$ cat src/rtl/adder_share_arb.sv
// rtl/adder_share_arb.sv - round-robin arbiter sharing one external combinational adder
//
// Purpose:
//   Lets NREQ requesters time-share a single WIDTH-bit adder that sits outside
//   this block. One request is granted at a time. Its operands are registered onto
//   add_*. The adder settles for one full cycle. The result is captured and returned
//   on a single response port, tagged with the requester index.
//
// Optional build macro: ADDER_SHARE_ARB_OVF_EN
//   When defined, adds rsp_ovf, the signed two's-complement overflow of the operation.
//
// Ports:
//   clk        rising-edge clock
//   rst_n      asynchronous active-low reset
//   req_valid  per-requester request
//   req_ready  one-hot accept (combinational), zero while in reset
//   req_a/b    packed operands, requester i at [i*WIDTH +: WIDTH]
//   req_cin    per-requester carry-in
//   add_a/b    registered operands to the shared adder
//   add_cin    registered carry-in to the shared adder
//   add_sum    shared adder sum
//   add_cout   shared adder carry-out
//   rsp_valid  result available
//   rsp_ready  consumer accepts result
//   rsp_sum    captured sum
//   rsp_cout   captured carry-out
//   rsp_ovf    captured signed overflow (optional)
//   rsp_id     requester that owns the result

module adder_share_arb #(
    parameter int WIDTH = 64,
    parameter int NREQ  = 4,
    localparam int IDW  = $clog2(NREQ)
) (
    input  logic                  clk,
    input  logic                  rst_n,
    input  logic [NREQ-1:0]       req_valid,
    output logic [NREQ-1:0]       req_ready,
    input  logic [NREQ*WIDTH-1:0] req_a,
    input  logic [NREQ*WIDTH-1:0] req_b,
    input  logic [NREQ-1:0]       req_cin,
    output logic [WIDTH-1:0]      add_a,
    output logic [WIDTH-1:0]      add_b,
    output logic                  add_cin,
    input  logic [WIDTH-1:0]      add_sum,
    input  logic                  add_cout,
    output logic                  rsp_valid,
    input  logic                  rsp_ready,
    output logic [WIDTH-1:0]      rsp_sum,
    output logic                  rsp_cout,
`ifdef ADDER_SHARE_ARB_OVF_EN
    output logic                  rsp_ovf,
`endif
    output logic [IDW-1:0]        rsp_id
);

    typedef enum logic [1:0] {
        ST_IDLE,
        ST_ADD,
        ST_RESP
    } state_t;

    state_t           r_state;
    logic [IDW-1:0]   r_rr_ptr;
    logic [IDW-1:0]   r_pend_id;

    logic             w_found;
    logic [IDW-1:0]   w_gnt_id;
    logic             w_can_accept;
    logic             w_hs;
    logic [WIDTH-1:0] w_sel_a;
    logic [WIDTH-1:0] w_sel_b;
    logic             w_sel_cin;

    // Round-robin scan in two passes. The first pass covers indices above the
    // pointer. The second pass wraps around to indices up to and including the
    // pointer. This gives the "first valid after rr_ptr, modulo NREQ" order. It also
    // works when NREQ is not a power of two.
    always_comb begin
        w_found  = 1'b0;
        w_gnt_id = '0;
        for (int i = 0; i < NREQ; i++) begin
            if (!w_found && req_valid[i] && (i > int'(r_rr_ptr))) begin
                w_found  = 1'b1;
                w_gnt_id = IDW'(i);
            end
        end
        for (int i = 0; i < NREQ; i++) begin
            if (!w_found && req_valid[i] && (i <= int'(r_rr_ptr))) begin
                w_found  = 1'b1;
                w_gnt_id = IDW'(i);
            end
        end
    end

    // Accept only when no result is pending, or when the pending result leaves
    // this cycle. ADD never accepts.
    assign w_can_accept = (r_state == ST_IDLE) || ((r_state == ST_RESP) && rsp_ready);
    assign w_hs         = w_found && w_can_accept;

    always_comb begin
        req_ready = '0;
        w_sel_a   = '0;
        w_sel_b   = '0;
        w_sel_cin = 1'b0;
        for (int i = 0; i < NREQ; i++) begin
            // rst_n gates the grant. The async reset forces IDLE, so without this
            // gate req_ready would be asserted while reset is held.
            req_ready[i] = rst_n && w_hs && (w_gnt_id == IDW'(i));
            if (w_gnt_id == IDW'(i)) begin
                w_sel_a   = req_a[i*WIDTH +: WIDTH];
                w_sel_b   = req_b[i*WIDTH +: WIDTH];
                w_sel_cin = req_cin[i];
            end
        end
    end

    always_ff @(posedge clk or negedge rst_n) begin
        if (!rst_n) begin
            r_state   <= ST_IDLE;
            r_rr_ptr  <= IDW'(NREQ - 1);
            r_pend_id <= '0;
            add_a     <= '0;
            add_b     <= '0;
            add_cin   <= 1'b0;
            rsp_valid <= 1'b0;
            rsp_sum   <= '0;
            rsp_cout  <= 1'b0;
            rsp_id    <= '0;
`ifdef ADDER_SHARE_ARB_OVF_EN
            rsp_ovf   <= 1'b0;
`endif
        end else begin
            case (r_state)
                ST_IDLE: begin
                    if (w_hs) begin
                        add_a     <= w_sel_a;
                        add_b     <= w_sel_b;
                        add_cin   <= w_sel_cin;
                        r_pend_id <= w_gnt_id;
                        r_rr_ptr  <= w_gnt_id;
                        r_state   <= ST_ADD;
                    end
                end
                ST_ADD: begin
                    // The adder has settled on the operands registered last cycle.
                    rsp_sum   <= add_sum;
                    rsp_cout  <= add_cout;
                    rsp_id    <= r_pend_id;
                    rsp_valid <= 1'b1;
`ifdef ADDER_SHARE_ARB_OVF_EN
                    rsp_ovf   <= (add_a[WIDTH-1] == add_b[WIDTH-1]) &&
                                 (add_sum[WIDTH-1] != add_a[WIDTH-1]);
`endif
                    r_state   <= ST_RESP;
                end
                ST_RESP: begin
                    if (rsp_ready) begin
                        rsp_valid <= 1'b0;
                        if (w_hs) begin
                            add_a     <= w_sel_a;
                            add_b     <= w_sel_b;
                            add_cin   <= w_sel_cin;
                            r_pend_id <= w_gnt_id;
                            r_rr_ptr  <= w_gnt_id;
                            r_state   <= ST_ADD;
                        end else begin
                            r_state   <= ST_IDLE;
                        end
                    end
                end
                default: begin
                    r_state <= ST_IDLE;
                end
            endcase
        end
    end

endmodule

$ cat config.mk
export PLATFORM = sky130hd
export DESIGN_NAME = adder_share_arb
export DESIGN_NICKNAME = d
export VERILOG_FILES = /design/src/rtl/adder_share_arb.sv
export SDC_FILE = /design/constraint.sdc
export NUM_CORES = 1
export LEC_CHECK = 0
export CORE_AREA = 2 2 310 312
export DETAILED_ROUTE_END_ITERATION = 16
export DIE_AREA = 0 0 312 314
export PLACE_DENSITY = 0.4
export SLEW_MARGIN = 10
export SYNTH_ARGS = -nofsm -noshare
export SYNTH_HDL_FRONTEND = slang
export SYNTH_SLANG_ARGS = --single-unit
$ cat constraint.sdc
create_clock -name clk -period 4.4 [get_ports clk]
set_clock_uncertainty 0.2 [all_clocks]
set_input_delay 0.88 -clock clk [delete_from_list [all_inputs] [get_ports clk]]
set_output_delay 0.88 -clock clk [all_outputs]
set_load 0.05 [all_outputs]
=== Yosys cells after proc, flatten, opt, wreduce, memory -nomap -nowiden ===
Cells that the tools add are included.

* $lt $le $gt $ge: 6
* Muxes and demuxes: 47
* Reduce and logical (&&, ||, !) cells: 33
* Equal/unequal tests: 7

{| class="wikitable"
|+ Operator list
! operator !! number
|-
| $mux 64 || 12
|-
| $pmux 64 s2 || 2
|-
| $mux 2 || 12
|-
| $logic_and 1x1->1 || 19
|-
| $mux 1 || 16
|-
| $pmux 2 s2 || 2
|-
| $eq 2x2->1 const B || 3
|-
| $logic_not 1->1 || 6
|-
| $pmux 2 s3 || 1
|-
| $reduce_and 2->1 || 3
|-
| $eq 2x1->1 const B || 2
|-
| $gt 2x2->1 const A || 2
|-
| $le 2x2->1 const A || 2
|-
| $logic_not 2->1 || 2
|-
| $ne 2x2->1 const B || 2
|-
| $pmux 1 s2 || 2
|-
| $reduce_bool 2->1 || 2
|-
| $gt 1x2->1 const A || 1
|-
| $le 1x2->1 const A || 1
|-
| $logic_or 1x1->1 || 1
|}

* Output and inout bits: 201
* Logic and storage cells: 103
* Register bits: 203

=== Longest topological paths before layout ===
Gate-level depths: netlist (run 1).

* Depth after elaboration: 34
* Depth in mapped cells: 10

=== Worst setup path after synthesis (run 1) ===
OpenSTA, ideal clock, no wires.

* Path type: input to output
* From: input port req_valid[0]
* To: output port req_ready[3]
* Slack: 0.433 ns
* Path buffers: 3
* Arrival time: 2.887 ns
* Stages: 8
* Data required time: 3.320 ns
* Path through: buf_4 > nor4_1 > or3_1 > buf_2 > inv_2 > buf_4 > nand2_1 > nor3_1

* Word-level cells in the longest chain between the ends: 17

{| class="wikitable"
|+ Ends and longest elaborated chain
! element !! RTL line !! source
|-
| from (decl) || 37 || <nowiki>input logic [NREQ-1:0] req_valid,</nowiki>
|-
| $logic_and 1x1->1 (*) || 89 || <nowiki>if (!w_found && req_valid[i] && (i <= int'(r_rr_ptr))) begin</nowiki>
|-
| $mux 1 || 89 ||
|-
| $logic_not 1->1 || 89 ||
|-
| $logic_and 1x1->1 (2 in series) || 89 ||
|-
| $mux 1 || 89 ||
|-
| $logic_not 1->1 || 89 ||
|-
| $logic_and 1x1->1 (2 in series) || 89 ||
|-
| $mux 1 || 89 ||
|-
| $logic_not 1->1 || 89 ||
|-
| $logic_and 1x1->1 (2 in series) || 89 ||
|-
| $mux 1 || 89 ||
|-
| $logic_and 1x1->1 || 99 || <nowiki>assign w_hs = w_found && w_can_accept;</nowiki>
|-
| $logic_and 1x1->1 || 109 || <nowiki>req_ready[i] = rst_n && w_hs && (w_gnt_id == IDW'(i));</nowiki>
|-
| $logic_and 1x1->1 (*) || 109 ||
|-
| to (decl) || 38 || <nowiki>output logic [NREQ-1:0] req_ready,</nowiki>
|}

Every way passes the cells marked *; elsewhere a longest branch is shown, timed or not.

=== Worst setup path after layout (run 1) ===
Ends and elaborated chain as after synthesis.

==> qor.txt, run 1 <==
diodes inserted -> 0
layout cells sized above 1 -> 11.6%
vias -> 12700
Via density -> 4.08
Netlist cell types -> 45
first-pass GRT wire length -> 99.8 mm
Syn Std Cell Area -> 0.0113 mm²
worst hold path stage count -> 2
per-cell routed wire length -> 22.7 µm
unrepaired setup endpoints after global routing -> false
status -> complete, no violations
Die Ht -> 314 µm
largest net degree at the start of global routing -> 134
yosys warns -> 0
worst r2r path cells -> 6
Max Buffers Root-to-Sink -> 3
critical path data arrival time -> 2.86 ns
EDFF count, synth -> 0
worst path bufs/invs -> 3
Crit. End Element -> output port
drt first pass iters -> 5
layout filler cell count -> 10300
ys flop type -> dfrtp_1
asr flop ratio synth -> 100%
CTS resizes -> 0
Chip Width -> 312 µm
Largest stage delay, worst path -> 0.59 ns
Final period util -> 89.5%
core area -> 0.0944 mm²
Reg-to-Reg End -> add_a[11]
GR Util met1 -> 16.4%
vias in the first global route -> 13700
GR Layer Usage met3 -> 3.59%
I/O pins -> 789
clock slew at reported path FFs -> 0.06 ns
H-tree Lvls -> 1
met2 global-route usage -> 24.1%
critical path class -> input port to output port
min Tclk post-route -> 3.94 ns
worst r2r src -> r_rr_ptr[1]
CP Depth -> 7
Yosys reg bits -> 203
Rows -> 113
Clk Latency, worst-skew pair -> 0.60 ns
fmax -> 254 MHz
CP startpoint -> req_valid[0]
Crit Path Max Fanout -> 4
Port Buf Inserts -> 788
nets@finish -> 2412
crit path cell chain -> clkdlybuf4s50_1 > nor4_1 > or3_4 > inv_2 > nand2_1 > nor3_1 > buf_12
Seq/Total Area, Yosys -> 45.2%
LEAKAGE -> 7.96 nW
Starting Density -> 11.9%
Slew Limit Fails -> 0
CP required -> 3.32 ns
commonest cells after routing, fill and taps aside -> clkdlybuf4s50_1, dfrtp_1, nor2_1, a22oi_1, o31ai_1
Final Setup Violations -> 0
startpoint types -> input port
Slew headroom -> 19.1%
power per cell area -> 760 mW/mm²
Synth Instances -> 1084
Placed Area -> 0.0206 mm²
Iter 0 DRT Violations -> 839
CTS sink cnt -> 203
Hold Path Class -> flip-flop to flip-flop
most common cell after layout, fill and taps aside -> clkdlybuf4s50_1
routability congestion estimate -> 0.925
Max Cap Viol -> 0
CTS Hold Bufs -> 1
Post-DP HPWL -> 52.6 mm
design area -> 0.0216 mm²
total wire length -> 70.5 mm
All-Layer GR Usage -> 13.7%
Clk Tree Root Cell -> clkbuf_16
DIE AREA -> 0.0980 mm²
CP top delay family -> simple AND/OR/NAND/NOR gates
Worst Setup EP -> req_ready[3]
Mapped Nets -> 1672
Final ANT Viol Nets -> 0
initial antenna violation count -> 3
GRT Max-Usage Layer -> met2
postcts setup bufs -> 0
setup TNS -> 0 ns
TritonCTS clock tree -> done
# DRC -> 0
worst-margin pin slew -> 1.21 ns
Mean Syn Cell Area -> 10.4 µm²
Crit-path slowest cell -> clkdlybuf4s50_1
CTS buffer count -> 28
final count of hold timing violations -> 0
area grow syn2layout -> 91.5%
GRT overflow -> 0
VDD IR-drop max -> 0.503 mV
Register-to-Register Setup Slack -> 1.39 ns
[sequential cells by signal (all words and copies together) (netlist names)]
register and flops:
r_state 2, add_b 64, r_rr_ptr 2, add_cin 1, r_pend_id 2, rsp_valid 1, rsp_id 2, rsp_sum 64
add_a 64, rsp_cout 1
[worst min-delay path, cell delays in order (launching register included)]
cell and delay (ns):
dfrtp_1 0.34, nand2_1 0.04, o21ai_0 0.06
[synth_stat cells (all sizes together) (2+ instances only)]
| master | count | area (µm²) |
|---|---|---|
| a22oi | 143 | 1070 |
| nor2b | 9 | 56.3 |
| or3 | 2 | 12.5 |
| nand2b | 4 | 25.0 |
| mux2 | 67 | 754 |
| a2bb2oi | 84 | 736 |
| buf | 80 | 523 |
| a21o | 2 | 15.0 |
| a221oi | 30 | 263 |
| o31ai | 126 | 1110 |
| a211oi | 30 | 250 |
| inv | 3 | 11.3 |
| nor2 | 175 | 659 |
| a21oi | 21 | 105 |
| dfrtp | 201 | 5030 |
| nor3 | 3 | 15.0 |
| dfstp | 2 | 52.6 |
| nand2 | 4 | 15.0 |
| clkbuf | 42 | 159 |
| o21ai | 27 | 139 |
| or4 | 15 | 113 |
[where the power goes]
part           total, mW  internal [mW]  leakage, nW  switching, mW
clock               2.40           1.41        0.463          0.994
sequential          3.36           2.81         2.46          0.552
combinational       10.6           3.86         5.03           6.76
[worst min-delay path by stage]
stage,from,end
detailed placement,r_pend_id[1],r_pend_id[1]
finish,r_pend_id[1],r_pend_id[1]
floorplan,r_state[1],rsp_valid
global placement,r_pend_id[1],r_pend_id[1]
CTS,r_pend_id[1],r_pend_id[1]
global route,rsp_sum[53],rsp_sum[53]
[through the flow]
stage | setup slack [ns] | cells | utilization (%) | hold slack [ns] | power, mW
3_5_place_dp | 0.303 | 3058 | 21.8 | 0.270 | 14.2
3_3_place_gp | 0.320 | 3058 | 21.8 | 0.257 | 14.1
4_1_cts | 0.419 | 3110 | 22.8 | 0.284 | 16.7
5_1_grt | 0.342 | 3110 | 22.8 | 0.316 | 17.3
2_1_floorplan | 0.433 | 1084 | - | 0.232 | 10.0
6_report | 0.461 | 3110 | 22.8 | 0.281 | 16.4
[logic make-up (layout without fill, tap and decap cells)]
kind of cell           Yosys count  count (layout)  synth area share (%)
AO/OA/AOI/OAI                  472             472                  33.7
buffers and inverters          125             886                  6.16
flip-flops                     203             203                  45.2
multiplexers                    67              67                  6.70
AND/OR/NAND/NOR                217             217                  8.28
[routing by layer]
| layer | routed length (µm) | up-vias | share of wire [%] |
|---|---|---|---|
| li1 | - | 5698 | - |
| met1 | 28200 | 6288 | 40 |
| met2 | 35100 | 604 | 50 |
| met3 | 5340 | 87 | 7.6 |
| met4 | 1860 | 2 | 2.6 |
| met5 | 13 | - | 0.018 |
[area by class of cell]
type	count	area [µm²]	share of cell area (%)
clock buffers	42	823	3.82
clock inverters	9	126	0.586
inverters	3	11.3	0.0522
multi-input cells	756	5550	25.7
flip-flops and latches	203	5080	23.6
well taps	1265	1580	7.34
repair buffers	832	8380	38.9
Power figures use the tool's default switching activity.
==> inputs of run 2 (changes only) <==
--- a/config.mk
+++ b/config.mk
@@ -5,10 +5,12 @@
 export SDC_FILE = /design/constraint.sdc
 export NUM_CORES = 1
 export LEC_CHECK = 0
-export CORE_AREA = 2 2 310 312
+export CORE_AREA = 2 2 307 309
 export DETAILED_ROUTE_END_ITERATION = 16
-export DIE_AREA = 0 0 312 314
-export PLACE_DENSITY = 0.4
+export DIE_AREA = 0 0 309 311
+export DONT_BUFFER_PORTS = 1
+export PLACE_DENSITY = 0.3
+export SETUP_SLACK_MARGIN = 0.5
 export SLEW_MARGIN = 10
 export SYNTH_ARGS = -nofsm -noshare
 export SYNTH_HDL_FRONTEND = slang
==> run 2 against run 1 <==
Net effect:
- the flow now finishes with violations (hold timing)
- setup slack better by 0.27 ns
- sequential power up 100%
- die area down 1.9%
- maximum frequency up 7.5%
- hold slack worse by 0.46 ns
- flip-flop and latch count unchanged
- design area down 37%
- global-route usage down 2.5 points
- clock-buffer cell count down 5
- critical endpoint unchanged
- highest routed layer is now met4
==> qor.txt, run 2 (same netlist as run 1, synthesis figures left out) <==
status -> finished with violations
failing checks -> hold timing
largest net degree at the start of global routing -> 205
Crit. End Element -> output port
CP required -> 3.32 ns
layout cells sized above 1 -> 19.1%
Final ANT Viol Nets -> 0
Iter 0 DRT Violations -> 715
Clk Tree Root Cell -> clkbuf_16
Clk Latency, worst-skew pair -> 0.57 ns
min Tclk post-route -> 3.67 ns
final count of hold timing violations -> 201
Regs by FF count -> add_a: 64 flops, add_b: 64 flops, rsp_sum: 64 flops
I/O pins -> 789
vias -> 9659
first-pass GRT wire length -> 78.5 mm
Slew headroom -> 32.2%
Final period util -> 83.3%
TritonCTS clock tree -> done
slack of the critical path -> 0.735 ns
Register-to-Register Setup Slack -> 1.02 ns
CTS resizes -> 0
area grow syn2layout -> 20.1%
most common cell after layout, fill and taps aside -> dfrtp_1
postcts setup bufs -> 0
Hold WS -> -0.177 ns
critical path data arrival time -> 2.59 ns
routability congestion estimate -> 0.827
drt first pass iters -> 5
CTS buffer count -> 28
Hold Path Class -> input port to asynchronous set/reset pin
CTS sink cnt -> 203
per-cell routed wire length -> 25.2 µm
DIE AREA -> 0.0961 mm²
Die Ht -> 311 µm
fmax -> 273 MHz
Via density -> 4.21
Post-Place Worst Slack -> 0.609 ns
Slew Limit Fails -> 0
Max Buffers Root-to-Sink -> 3
vias in the first global route -> 10100
VDD IR-drop max -> 0.415 mV
commonest cells after routing, fill and taps aside -> dfrtp_1, nor2_1, a22oi_1, o31ai_1, a2bb2oi_1
setup TNS -> 0 ns
Max Cap Viol -> 0
initial antenna violation count -> 4
core area -> 0.0928 mm²
Final Setup Violations -> 0
clock slew at reported path FFs -> 0.06 ns
Rows -> 112
Post-DP HPWL -> 41.7 mm
H-tree Lvls -> 1
Port Buf Inserts -> 0
startpoint types -> flip-flop
LEAKAGE -> 4.82 nW
nets@finish -> 1607
Crit Path Max Fanout -> 20
unrepaired setup endpoints after global routing -> false
power per cell area -> 1040 mW/mm²
Chip Width -> 309 µm
GRT overflow -> 0
Starting Density -> 12.1%
All-Layer GR Usage -> 11.2%
worst-margin pin slew -> 1.01 ns
critical path class -> flip-flop to output port
total wire length -> 57.9 mm
# DRC -> 0
run 2: cell types whose count changed in the layout (fill, tap and decap cells not counted), moves of 2 or more:
cell             previous run  this run
clkbuf_1                    7         3
diode_2                     0         2
clkbuf_8                    7         5
clkdlybuf4s50_1           783         0
bufinv_16                   2         5
clkinv_2                    4         6
buf_12                     13         6
buf_4                      34        21
run 2: area by class of cell:
cell class	instances	area, µm²
fill	10500	79300
multi-input combinational	756	5550
sequential	203	5080
tap	1254	1570
clock buffer	37	806
timing repair buffer	27	278
clock inverter	15	213
inverter	3	11.3
antenna	2	5.00
run 2: final timing paths:
check,start,end,depth (start not counted)
worst max-delay path,r_rr_ptr[0],req_ready[3],5
worst min-delay path,rst_n,r_pend_id[0],0
max in group asynchronous,rst_n,add_a[37],0
worst min register to register,r_pend_id[1],r_pend_id[1],2
min in group clk,req_a[227],add_a[35],2
worst max register to register,r_rr_ptr[0],add_a[56],5
run 2: worst max-delay path, stage by stage (launching register included):
cell and delay (ns):
dfstp_2 0.67, nand2b_1 0.20, a21bo_2 0.50, buf_4 0.35, nor3_2 0.07, buf_4 0.22
run 2: where the power goes:
part           internal (mW)  switching, mW
logic                   1.91           2.88
clock network           1.57          0.987
registers               2.74           3.96
total                   6.23           7.83
run 2: per-stage QoR:
stage          cell area (µm²)  power (mW)  hold WS, ns  instances  utilization (%)
3_5_place_dp             12500        11.7        0.290       2243             13.5
5_1_grt                  13500        14.8       -0.235       2297             14.6
4_1_cts                  13500        14.3       -0.243       2295             14.6
3_3_place_gp             12500        11.6        0.269       2243             13.5
2_1_floorplan            11300        10.0        0.232       1084                -
6_report                 13500        14.1       -0.177       2297             14.6
run 2: metal layers:
layer,vias to the layer above,GRT usage (%),share of wire [%]
met5,-,0,0
met4,0,4.08,4.0
met3,99,3.36,8.3
met2,590,20.6,51
met1,4887,11.9,36
li1,4083,-,-
==> inputs of run 3 (changes only) <==
==> constraint.sdc (replaced) <==
create_clock -name clk -period 3.8 [get_ports clk]
set_clock_uncertainty 0.2 [all_clocks]
set_input_delay 0.76 -clock clk [delete_from_list [all_inputs] [get_ports clk]]
set_output_delay 0.76 -clock clk [all_outputs]
set_load 0.05 [all_outputs]
==> run 3 against run 2 <==
Net effect:
- final cell count increased by 0.74%
- the run still ends with hold timing left
- power up 15%
- first-iteration DRC count rose by 9.4%
- combinational power is 18% higher
- global-route usage down 0.13 points
- design area rose by 0.52%
- hold slack worse by 0.16 ns
- flip-flop and latch count unchanged
- sequential power rose by 15%
==> qor.txt, run 3 (same netlist as run 1, synthesis figures left out) <==
status -> finished with violations
failing checks -> hold timing
CTS buffer count -> 29
worst path bufs/invs -> 2
largest net degree at the start of global routing -> 205
critical path class -> flip-flop to output port
CP top delay family -> simple AND/OR/NAND/NOR gates
All-Layer GR Usage -> 11.1%
VDD IR-drop max -> 0.503 mV
unrepaired setup endpoints after global routing -> true
worst-margin pin slew -> 1.01 ns
clock slew at reported path FFs -> 0.06 ns
CTS sink cnt -> 203
Max Cap Viol -> 0
Core Util, Final -> 14.6%
Slew Limit Fails -> 0
GRT overflow -> 0
worst r2r src -> r_rr_ptr[1]
Slew headroom -> 32.4%
min Tclk post-route -> 3.21 ns
Rows -> 112
Final Setup Violations -> 0
LEAKAGE -> 4.85 nW
DIE AREA -> 0.0961 mm²
setup TNS -> 0 ns
Hold WS -> -0.339 ns
Port Buf Inserts -> 0
commonest cells after routing, fill and taps aside -> dfrtp_1, nor2_1, a22oi_1, o31ai_1, a2bb2oi_1
most common cell after layout, fill and taps aside -> dfrtp_1
Crit-path slowest cell -> or3_4
Final period util -> 84.4%
final count of hold timing violations -> 203
startpoint types -> flip-flop
# DRC -> 0
Iter 0 DRT Violations -> 782
Clk Tree Root Cell -> clkbuf_16
Max Buffers Root-to-Sink -> 3
Starting Density -> 12.1%
Register-to-Register Setup Slack -> 0.99 ns
Final ANT Viol Nets -> 0
I/O pins -> 789
vias -> 9712
vias in the first global route -> 10100
TritonCTS clock tree -> done
per-cell routed wire length -> 24.7 µm
worst r2r path cells -> 7
Die Ht -> 311 µm
fmax -> 312 MHz
placed cells -> 2246
Clk Latency, worst-skew pair -> 0.61 ns
Post-DP HPWL -> 42.4 mm
drt first pass iters -> 5
core area -> 0.0928 mm²
routability congestion estimate -> 0.841
total wire length -> 57.1 mm
Hold Path Class -> input port to asynchronous set/reset pin
power per cell area -> 1190 mW/mm²
first-pass GRT wire length -> 77.6 mm
nets@finish -> 1618
layout cells sized above 1 -> 19.7%
crit path cell chain -> nor2b_1 > or3_4 > inv_4 > nand2_4 > nor2_1 > buf_6
Chip Width -> 309 µm
Crit Path Max Fanout -> 6
critical path data arrival time -> 2.25 ns
area grow syn2layout -> 20.7%
Non-Filler Instances -> 2314
Reg-to-Reg End -> add_a[25]
Regs by FF count -> add_a: 64 flops, add_b: 64 flops, rsp_sum: 64 flops
Largest stage delay, worst path -> 0.44 ns
H-tree Lvls -> 1
Via density -> 4.20
initial antenna violation count -> 12
Crit. End Element -> output port
CP required -> 2.84 ns
[run 3: changes by cell type in the layout (fill, tap and decap cells not counted), sizes merged]
cell,before,now
inv,3,4
buf,27,37
clkinvlp,2,1
diode,2,10
clkbuf,37,43
bufinv,5,2
clkinv,8,4
[run 3: cell type report]
type	count	area (µm²)
well taps	1254	1570
clock buffers	43	848
fillers	10500	79200
flip-flops and latches	203	5080
inverters	3	13.8
clock inverters	8	108
diodes	10	25.0
repair buffers	37	364
multi-input cells	756	5580
[run 3: what timing repair did]
item / CTS / global route
gates cloned: 0 / 0
setup buffers: 3 / 4
resized for setup: 7 / 2
pin swaps: 0 / 1
setup endpoints to repair: 4 / 3
hold endpoints to repair: 203 / 203
[run 3: stage by stage]
step | instance area (µm²) | power [mW] | hold slack (ns) | worst slack (ns)
finish | 13600 | 16.2 | -0.339 | 0.595
global route | 13600 | 17.0 | -0.388 | 0.493
CTS | 13500 | 16.4 | -0.405 | 0.513
detailed placement | 12500 | 13.5 | 0.269 | 0.705
global placement | 12500 | 13.5 | 0.260 | 0.704
floorplan | 11300 | 11.6 | 0.232 | 0.432
[run 3: report_power, final]
part / leakage (nW) / internal (mW) / switching [mW]
clock network: 0.470 / 1.67 / 1.11
registers: 2.46 / 3.18 / 4.54
logic: 1.92 / 2.29 / 3.37
[run 3: routing by layer]
layer  share of wire, %  up-vias  track usage [%]
li1                   -     4106                -
met1                 37     4985             12.0
met2                 51      544             20.2
met3                8.1       75             3.31
met4                3.7        2             3.83
met5              0.023        -                0
[run 3: worst max-delay path by stage]
stage / startpoint / to / slack, ns / cells past startpoint
4_1_cts: r_state[1] / req_ready[0] / 0.51 / 6
2_1_floorplan: req_valid[0] / req_ready[0] / 0.43 / 8
3_3_place_gp: req_valid[2] / req_ready[0] / 0.70 / 6
3_5_place_dp: req_valid[2] / req_ready[2] / 0.70 / 6
6_report: r_state[1] / req_ready[0] / 0.59 / 6
5_1_grt: r_state[1] / req_ready[0] / 0.49 / 6
[run 3: worst register-to-register path: stages (launching register included)]
cell and delay, ns:
dfstp_2 0.57, buf_4 0.16, o22ai_1 0.09, a21oi_1 0.21, nor2_4 0.10, buf_12 0.24, a221oi_1 0.93, o31ai_1 0.15
